### src/rtl/retospect_pkg.sv
// Shared types, constants and the serial CRC-8 step for the config-chain loader.
// The chain is one clockbox followed by N_CELLS cells.
package retospect_pkg;

  typedef enum logic [2:0] {
    StIdle,
    StShift,
    StVerify,
    StArm,
    StDone,
    StErr
  } state_e;

  localparam logic [7:0] CRC8_POLY = 8'h07;

  localparam int unsigned CLOCKBOX_BITS  = 48;
  localparam int unsigned CELL_BITS      = 19;
  localparam int unsigned N_CELLS        = 25;
  localparam int unsigned BS_LEN_DEFAULT = CLOCKBOX_BITS + N_CELLS * CELL_BITS;

  // MSB-first serial CRC-8 update by one bit.
  function automatic logic [7:0] crc8_step(input logic [7:0] crc, input logic b);
    logic fb;
    fb = crc[7] ^ b;
    return {crc[6:0], 1'b0} ^ (fb ? CRC8_POLY : 8'h00);
  endfunction

endpackage

### src/rtl/retospect_crc8_serial.sv
// Bit-serial CRC-8 accumulator (init 0x00); clr has priority over en.
module retospect_crc8_serial
  import retospect_pkg::*;
(
  input  logic       clk,
  input  logic       reset,
  input  logic       clr,
  input  logic       en,
  input  logic       bit_i,
  output logic [7:0] crc_o
);

  logic [7:0] crc_q;

  always_ff @(posedge clk) begin
    if (reset || clr) begin
      crc_q <= 8'h00;
    end else if (en) begin
      crc_q <= crc8_step(crc_q, bit_i);
    end
  end

  assign crc_o = crc_q;

endmodule

### src/rtl/retospect_bs_loader.sv
// Byte-stream loader: serialises bytes LSB-first into the config chain, recirculates the
// chain once to check its CRC, and arms the network with a one-cycle reset_nn pulse.
module retospect_bs_loader
  import retospect_pkg::*;
#(
  parameter int unsigned BS_LEN = BS_LEN_DEFAULT,
  parameter int unsigned CNT_W  = 10
) (
  input  logic       clk,
  input  logic       reset,
  input  logic       start,
  input  logic [7:0] s_data,
  input  logic       s_valid,
  output logic       s_ready,
  input  logic       bs_out,
  output logic       bs_in,
  output logic       config_en,
  output logic       reset_nn,
  output logic       busy,
  output logic       done,
  output logic       err
);

  localparam logic [CNT_W-1:0] LEN_M1 = CNT_W'(BS_LEN - 1);

  state_e           state_q, state_d;
  logic [7:0]       byte_q;
  logic [2:0]       bi_q;
  logic             full_q;
  logic [CNT_W-1:0] bit_cnt_q;
  logic [CNT_W-1:0] vcnt_q;

  logic       in_shift, in_verify, start_ok;
  logic       shift_en, last_bit, final_bit, accept, verify_last, crc_match;
  logic [7:0] crc_tx, crc_rb;

  always_comb begin
    in_shift    = (state_q == StShift);
    in_verify   = (state_q == StVerify);
    start_ok    = start && (state_q inside {StIdle, StDone, StErr});
    shift_en    = in_shift && full_q;
    final_bit   = shift_en && (bit_cnt_q == LEN_M1);
    last_bit    = shift_en && ((bi_q == 3'd7) || (bit_cnt_q == LEN_M1));
    // Refill on the buffer's last bit so back-to-back bytes shift without a bubble,
    // but never once the final chain bit is going out.
    s_ready     = in_shift && (!full_q || (last_bit && !final_bit));
    accept      = s_valid && s_ready;
    verify_last = in_verify && (vcnt_q == LEN_M1);
    // Compare including the bit readback is consuming on this edge.
    crc_match   = (crc8_step(crc_rb, bs_out) == crc_tx);
    config_en   = shift_en || in_verify;
    if (in_verify) begin
      bs_in = bs_out;
    end else if (shift_en) begin
      bs_in = byte_q[bi_q];
    end else begin
      bs_in = 1'b0;
    end
    reset_nn = (state_q == StArm);
    busy     = in_shift || in_verify || (state_q == StArm);
    done     = (state_q == StDone);
    err      = (state_q == StErr);
  end

  always_comb begin
    state_d = state_q;
    unique case (state_q)
      StIdle, StDone, StErr: if (start) state_d = StShift;
      StShift:               if (final_bit) state_d = StVerify;
      StVerify:              if (verify_last) state_d = crc_match ? StArm : StErr;
      StArm:                 state_d = StDone;
      default:               state_d = StIdle;
    endcase
  end

  always_ff @(posedge clk) begin
    if (reset) begin
      state_q   <= StIdle;
      byte_q    <= 8'h00;
      bi_q      <= 3'd0;
      full_q    <= 1'b0;
      bit_cnt_q <= '0;
      vcnt_q    <= '0;
    end else begin
      state_q <= state_d;
      if (start_ok) begin
        byte_q    <= 8'h00;
        bi_q      <= 3'd0;
        full_q    <= 1'b0;
        bit_cnt_q <= '0;
        vcnt_q    <= '0;
      end else begin
        if (accept) begin
          byte_q <= s_data;
          bi_q   <= 3'd0;
          full_q <= 1'b1;
        end else if (last_bit) begin
          // Unshifted high bits of the final byte are dropped here.
          full_q <= 1'b0;
        end else if (shift_en) begin
          bi_q <= bi_q + 3'd1;
        end
        if (shift_en) bit_cnt_q <= bit_cnt_q + CNT_W'(1);
        if (in_verify) vcnt_q <= vcnt_q + CNT_W'(1);
      end
    end
  end

  retospect_crc8_serial u_crc_tx (
    .clk   (clk),
    .reset (reset),
    .clr   (start_ok),
    .en    (shift_en),
    .bit_i (bs_in),
    .crc_o (crc_tx)
  );

  retospect_crc8_serial u_crc_rb (
    .clk   (clk),
    .reset (reset),
    .clr   (start_ok),
    .en    (in_verify),
    .bit_i (bs_out),
    .crc_o (crc_rb)
  );

endmodule

### config.mk
export PLATFORM = sky130hd
export DESIGN_NAME = retospect_bs_loader
export DESIGN_NICKNAME = d
export VERILOG_FILES = /design/src/rtl/retospect_pkg.sv /design/src/rtl/retospect_crc8_serial.sv /design/src/rtl/retospect_bs_loader.sv
export SDC_FILE = /design/constraint.sdc
export NUM_CORES = 1
export LEC_CHECK = 0
export CAP_MARGIN = 20
export CELL_PAD_IN_SITES_DETAIL_PLACEMENT = 0
export CELL_PAD_IN_SITES_GLOBAL_PLACEMENT = 1
export CORE_MARGIN = 1
export CORE_UTILIZATION = 43
export DETAILED_ROUTE_END_ITERATION = 8
export GPL_ROUTABILITY_DRIVEN = 0
export HOLD_SLACK_MARGIN = 0.12
export PLACE_DENSITY = 0.81
export SYNTH_ARGS = -nofsm -noshare
export SYNTH_HDL_FRONTEND = slang
export SYNTH_SLANG_ARGS = --single-unit
### constraint.sdc
create_clock -name clk -period 4.6 [get_ports clk]
set_input_delay 1.15 -clock clk [delete_from_list [all_inputs] [get_ports clk]]
set_output_delay 1.15 -clock clk [all_outputs]
set_load 0.1 [all_outputs]
After elaboration in Yosys (flattened, before gate mapping):

Index checks and enable logic that the tools add are counted.

* input port bits: 13
* memory bits (writable): 0
* bits in registers: 51
* memories kept: 0
* latch bits: 0
* ROM bits: 0
* word-level logic and storage cells: 66

* reduce and logical (&&, ||, !) cells: 24
* order comparisons: 1
* add/sub/neg operators: 3
* shift-type cells: 0
* equal/unequal tests: 12
* multiply operators: 0
* bitwise operators: 5
* div/mod/pow operators: 0
* muxes and demuxes: 13

Operators by type and width (count)
* adder 10 x 1 -> 10 bit, second input constant: 2
* == test 10 bit, second input constant: 2
* 2-to-1 mux 3 bit: 6
* bitwise XOR 8 bit: 2
* case mux 3 bit (4 select lines): 1
* == test 3 bit, second input constant: 3
* == test 8 bit: 1
* logical AND 1 bit: 8
* == test 3 x 2 -> 1 bit, second input constant: 2
* logical OR 1 bit: 6
* OR reduction 3 bit: 2
* 2-to-1 mux 1 bit: 5
* less-than comparator 3 x 4 -> 1 bit, second input constant: 1
* inequality test 2 x 1 -> 1 bit, second input constant: 2
* adder 3 x 1 -> 3 bit, second input constant: 1
* binary-select mux 1 bit (select 3 bit): 1
* == test 3 x 1 -> 1 bit, second input constant: 1
* zero test 3 bit: 1
* AND reduction 3 bit: 1
* nonzero test 3 bit: 1
* zero test 1 bit: 2
* inequality test 2 bit, second input constant: 1
* AND reduction 2 bit: 1
* nonzero test 2 bit: 1
* 3 further kinds: 4

Longest topological paths before layout:

Gate-level depths: netlist of run 1.

* depth in word-level cells: 9
* gate-level depth with buffers: 7
* gate-level depth less buffers: 6

By module:

From an unflattened synthesis of run 1, not the netlist that was laid out.

* cells, all modules: 287
* area, all modules: 2691.3 µm²

Modules (own cells, without submodules)
* retospect_bs_loader: instances 1, area each 2003.2 µm², sequential area each 700.7 µm², cells an instance 219
* retospect_crc8_serial: instances 2, area each 344.1 µm², sequential area each 160.2 µm², cells an instance 34

Least setup slack after synthesis of run 1:

Ideal clock, no wire load.

* path kind: register -> output
* from: reg state_q[2]
* to: out bs_in
* setup slack: 0.528 ns
* buffers on the path: 1
* data arrival time: 2.922 ns
* stages on the path, launching flop included: 4
* cells stage by stage: dfxtp_1 -> nand4bb_1 -> clkbuf_1 -> o21ai_0

* cells in the longest elaborated chain, start to end: 4

Ends and longest elaborated chain
* start: declaration: RTL line retospect_bs_loader.sv:26 `state_e state_q, state_d;`
* start signal: assignment: RTL line retospect_bs_loader.sv:78 `state_q <= StIdle;`
* start signal: assignment: RTL line retospect_bs_loader.sv:85 `state_q <= state_d;`
* == test 3 x 1 -> 1 bit: RTL line retospect_bs_loader.sv:38 `in_shift = (state_q == StShift);`
* logical AND 1 bit: RTL line retospect_bs_loader.sv:41 `shift_en = in_shift && full_q;`
* 2-to-1 mux 1 bit: RTL line retospect_bs_loader.sv:54 `end else if (shift_en) begin`
* 2-to-1 mux 1 bit (*): RTL line retospect_bs_loader.sv:52 `if (in_verify) begin`
* end: declaration: RTL line retospect_bs_loader.sv:16 `output logic bs_in,`

Every way passes the cells marked *; elsewhere a longest branch is shown, timed or not.

Final worst setup path of run 1:

* from: reg state_q[0]
* to: out err

* cells in the longest elaborated chain, start to end: 1

Ends and longest elaborated chain
* == test 3 bit: RTL line retospect_bs_loader.sv:62 `err = (state_q == StErr);`
* end: declaration: RTL line retospect_bs_loader.sv:21 `output logic err`

No other way between the ends.

==> results_dict.tcl, run 1 <==
set metrics [dict create \
    outcome "complete, no violations" \
    synth-adder-area-share_pct 2.82 \
    nFillCells 610 \
    p_per_area_nw_per_um2 353 \
    start_util_pct 44.8 \
    gr-usage-all-layers_pct 18.0 \
    slew_headroom_pct 35.6 \
    pin_count 20 \
    core-area_um2 5960 \
    synth.area.mux_share_pct 6.66 \
    syn_to_final_growth_pct 10.6 \
    finalSetupViolations 0 \
    dp_hpwl_um 3720 \
    wl_per_cell_um 14.0 \
    finalWirelength_um 5340 \
    syn_inst 296 \
    fin_tns_setup_ps 0 \
    crit_slowest_cell "clkdlybuf4s50_1" \
    row_count 28 \
    hold_class "reg2reg" \
    synth_fp_nets 315 \
    die_x_um 80.7 \
    synth-seq-area-share_pct 38.3 \
    crit_required_ps 3450 \
    vias_per_cell 5.35 \
    dieHeight_um 80.7 \
    drtIter0Drc 92 \
    timing.fmax_mhz 284 \
    endpoint_kind "output pin" \
    netlist_area_um2 2670 \
    cts-resized-gates 0 \
    fin_crit_sh_pct 76.4 \
    yosys_warnings 0 \
    synth_top_family_by_area "simple AND/OR/NAND/NOR gates" \
    cts.clk_slew.worst_paths_ps 80 \
    yosys-top-cells-area "dfxtp_1 (38%), nand2_1 (7.5%), xor2_1 (5.3%)" \
    grt_max_degree 25 \
    synth_area_per_cell_um2 9.01 \
    antenna_cells 0 \
    crit_path_cell_trace "inv_1 -> nor3b_1 -> clkdlybuf4s50_1" \
    crit_arrival_ps 2370 \
    cts_buffers 5 \
    max_stage_delay_ps 1160 \
    die_area_um2 6520 \
    yosys.area_share.simple_pct 25.7 \
    tightestPinTransition_ps 962 \
    gr-total-overflow 0 \
    path_class "reg2out" \
    grt_pass1_wl_um 8910 \
    io_buffer_count 19 \
    ys_types 52 \
    fin_crit_ps 3520 \
    vias 2043 \
    start_kind "register" \
    hold_viol 0 \
    clk-insertion-delay-late_ps 300 \
    slew_violations 0 \
    synth_seq_cells 51 \
    post_cts_buffers 0 \
    antenna_found_initial 0 \
    vdd_ir_drop_max_mv 0.391 \
    async_flop_share_pct 0 \
    cts_root_buffer "clkbuf_8" \
    mostFrequentLayoutCell "nand2_1" \
    fin_skew_ps 6.39 \
    synth_top_area_cell "dfxtp_1" \
    cp_max_fo 12 \
    utilization_pct 49.5 \
    clock_path_buffers 2 \
    drcViolationCount 0 \
    final_nets 327 \
    drive_above_1_share_pct 8.14 \
    synth_top_area_share_pct 38.3 \
    cp_top_family "buffers and inverters" \
    first_pass_iters 4 \
    place_inst 376 \
    final_cell_mix "nand2_1 (53), dfxtp_1 (51), nor2_1 (22), a21oi_1 (22)" \
    cts_tree "yes" \
    grt_pass1_vias 1842 \
    power_leakage_uw 0.00103 \
    synth-edff-count 0 \
    layoutNonFillerInstCount 382 \
    holdBufCountCts 0 \
    rsz0062_at_grt "false" \
    postRouteAntennaNets 0 \
    synth_compound_area_share_pct 12.2 \
    synth_xor_area_share_pct 10.1 \
    htreeDepth 2 \
    drv_cap 0 \
    ys.flop_type "dfxtp_1" \
    crit_buf_inv 2 \
    cts.sinks 51 \
]
[metrics by stage]
step           setup WS (ps)  hold slack [ps]  instance area, µm²  total power (µW)
3_3_place_gp            1190              442                2880               806
5_1_grt                  950              472                2950              1100
2_1_floorplan            528              430                2670               744
6_report                1080              458                2950              1040
4_1_cts                 1070              459                2950              1050
3_5_place_dp            1200              447                2880               808
[synthesized netlist by cell type (all sizes together), types with 2 or more instances]
master,count
inv,6
mux2i,11
nand2b,3
a21oi,24
nor2,22
xor2,16
clkbuf,5
nand3,7
nor3b,4
buf,12
nand4,10
and3b,2
dfxtp,51
nor3,6
a211oi,7
o21ai,6
ha,6
and4bb,3
mux4,2
or3,5
and4,2
xnor3,2
nand2,53
xnor2,7
and2,5
[metal layers]
| metal | vias up | part of all wire, % | global-route usage, % |
|---|---|---|---|
| met3 | 8 | 3.1 | 3.37 |
| met1 | 961 | 50 | 23.9 |
| met5 | - | 0 | 0 |
| li1 | 1051 | - | - |
| met4 | 0 | 1.5 | 6.96 |
| met2 | 23 | 45 | 28.8 |
[path summary, 6_finish.rpt]
path	slack, ps	startpoint	end	depth (start not counted)
hold / removal	460	byte_q[2]$_SDFFE_PP0P_	byte_q[2]$_SDFFE_PP0P_	2
setup reg to reg	2470	state_q[0]$_SDFFE_PP0P_	bit_cnt_q[7]$_SDFFE_PP0P_	4
setup / recovery	1080	state_q[0]$_SDFFE_PP0P_	err	3
hold reg to reg	460	byte_q[2]$_SDFFE_PP0P_	byte_q[2]$_SDFFE_PP0P_	2
[where the power goes]
| part | internal [µW] | switching, µW | total, µW |
|---|---|---|---|
| clock network | 102 | 141 | 243 |
| registers | 459 | 32.5 | 492 |
| logic | 94.1 | 212 | 306 |
| total | 655 | 385 | 1040 |
[area by class of cell]
| cell class | instances | area [µm²] | share of cell area, % |
|---|---|---|---|
| clock buffers | 6 | 72.6 | 2.46 |
| inverters | 6 | 22.5 | 0.764 |
| multi-input cells | 222 | 1530 | 52.0 |
| flip-flops and latches | 51 | 1020 | 34.6 |
| well taps | 75 | 93.8 | 3.18 |
| repair buffers | 22 | 205 | 6.96 |
[flip-flops by register name, indices dropped and copies added (netlist names)]
| name | flops |
|---|---|
| byte_q | 8 |
| state_q | 3 |
| u_crc_rb.crc_o | 8 |
| u_crc_tx.crc_o | 8 |
| vcnt_q | 10 |
| bi_q | 3 |
| full_q | 1 |
| bit_cnt_q | 10 |
[cells by family (layout without fill, tap and decap cells)]
kind of cell / after synthesis / in the layout
AOI/OAI and AO/OA: 48 / 48
muxes: 14 / 14
xor gates and xnor gates: 26 / 26
DFF: 51 / 51
buffers and inverters: 23 / 34
and+or+nand+nor: 128 / 128
adders and majority gates: 6 / 6
[worst min-delay path, stage by stage (launching register included)]
cell and delay, ps:
dfxtp_1 310, nand2_1 50, mux2i_1 50
No activity file was read; power rests on OpenSTA's default activity.
==> run 2, diff against run 1 <==
- clock period: 4.6 -> 3.6 ns (I/O delays scaled with it)
==> run 2 against run 1 <==
Largest power group unchanged. Largest cell class unchanged. Non-clock buffer count is the same. Sequential power grew 28%. Final cell count up 0.26%.
==> results_dict.tcl, run 2 (synthesis gave the netlist of run 1 again) <==
set metrics [dict create \
    postRouteAntennaNets 0 \
    r2r_slack_ps 1480 \
    wl_per_cell_um 13.4 \
    cts_root_buffer "clkbuf_8" \
    vias 2075 \
    vias_per_cell 5.42 \
    path_class "reg2out" \
    drive_above_1_share_pct 10.4 \
    drcViolationCount 0 \
    grt_pass1_wl_um 9230 \
    r2r_end "bit_cnt_q[7]$_SDFFE_PP0P_" \
    crit_required_ps 2700 \
    finalWirelength_um 5150 \
    drv_cap 0 \
    cts.sinks 51 \
    gr-total-overflow 0 \
    core-area_um2 5960 \
    vdd_ir_drop_max_mv 0.313 \
    gr-usage-all-layers_pct 18.4 \
    power_leakage_uw 0.00105 \
    cts-resized-gates 0 \
    outcome "complete, no violations" \
    timing.fmax_mhz 349 \
    p_sw_uw 501 \
    dieHeight_um 80.7 \
    cp_max_fo 13 \
    row_count 28 \
    cts.clk_slew.worst_paths_ps 90 \
    syn_to_final_growth_pct 11.5 \
    antenna_found_initial 0 \
    tightestPinTransition_ps 778 \
    p_per_area_nw_per_um2 457 \
    endpoint_kind "output pin" \
    final_cell_mix "nand2_1 (53), dfxtp_1 (51), nor2_1 (22), a21oi_1 (22), xor2_1 (16)" \
    io_buffer_count 19 \
    drtIter0Drc 94 \
    min_from "byte_q[0]$_SDFFE_PP0P_" \
    r2r_start "state_q[0]$_SDFFE_PP0P_" \
    rsz0062_at_grt "false" \
    intPower_uw 858 \
    die_area_um2 6520 \
    switching_share_pct 36.8 \
    finalSetupViolations 0 \
    hold_viol 0 \
    pin_count 20 \
    whs_path_depth 2 \
    start_kind "register" \
    fin_crit_sh_pct 79.6 \
    cts_tree "yes" \
    grt_max_degree 41 \
    clkPwrFrac_pct 24.6 \
    mostFrequentLayoutCell "nand2_1" \
    clock_path_buffers 2 \
    r2r.worst_path.cells 4 \
    holdPathEnd "byte_q[0]$_SDFFE_PP0P_" \
    post_dp_cell_area_um2 2880 \
    clk-insertion-delay-late_ps 300 \
    crit_arrival_ps 1960 \
    first_pass_iters 4 \
    fin_crit_ps 2860 \
    start_util_pct 44.8 \
    p_comb_share_pct 28.9 \
    holdBufCountCts 0 \
    utilization_pct 49.9 \
    antenna_cells 0 \
    post_cts_buffers 0 \
    die_x_um 80.7 \
    fin_tns_setup_ps 0 \
    slew_headroom_pct 48.2 \
    fin_skew_ps 7.02 \
    grt_pass1_vias 1975 \
    slew_violations 0 \
    hold_class "reg2reg" \
    seqPwrFrac_pct 46.5 \
    cts_buffers 5 \
    reg_top3 "bit_cnt_q: 10 flops, vcnt_q: 10 flops" \
    final_nets 327 \
    htreeDepth 2 \
    fin_area_um2 2970 \
    dp_hpwl_um 3610 \
]
## run 2: cell count changes in the layout (fill, tap and decap cells not counted), sizes merged
cell and delta:
buf +4, clkdlybuf4s50 -4, clkinv +1
## run 2: power by group through the flow
| stage | clock [µW] | combinational [µW] | sequential, µW |
|---|---|---|---|
| after floorplan | 0 | 337 | 616 |
| after global placement | 0 | 390 | 643 |
| after detailed placement | 0 | 395 | 645 |
| after CTS | 347 | 396 | 631 |
| after global routing | 369 | 424 | 638 |
| final | 335 | 393 | 632 |
## run 2: area by class of cell
class,count,area (µm²)
flip-flops and latches,51,1020
multi-input cells,222,1540
clock buffers,6,82.6
inverters,6,22.5
fillers,600,2980
clock inverters,1,5.00
repair buffers,22,208
well taps,75,93.8
## run 2: how the worst max path moves through the flow
stage                              startpoint        end  slack, ps
finish                state_q[1]$_SDFFE_PP0P_  config_en        740
global route        bit_cnt_q[0]$_SDFFE_PP0P_    s_ready        600
CTS                   state_q[1]$_SDFFE_PP0P_  config_en        720
detailed placement                     bs_out      bs_in        760
global placement                       bs_out      bs_in        740
floorplan           bit_cnt_q[0]$_SDFFE_PP0P_    s_ready        140
## run 2: metrics by stage
stage               hold slack [ps]  total power (µW)  cells  setup WS (ps)
global route                    478              1430    383            604
floorplan                       430               952    296            138
detailed placement              444              1040    376            756
CTS                             458              1370    383            720
global placement                440              1030    376            742
finish                          452              1360    383            735
## run 2: worst max-delay path, cell delays in order (launching register included)
cell	delay (ps)
dfxtp_1	590
or3b_1	610
nand2_1	160
buf_4	300
## run 2: layer usage
metal	vias up	part of all wire, %	global-route usage [%]
met2	26	46	29.7
met4	0	2.2	6.61
met5	-	0	0
met3	10	3.7	3.93
li1	1060	-	-
met1	979	49	24.1
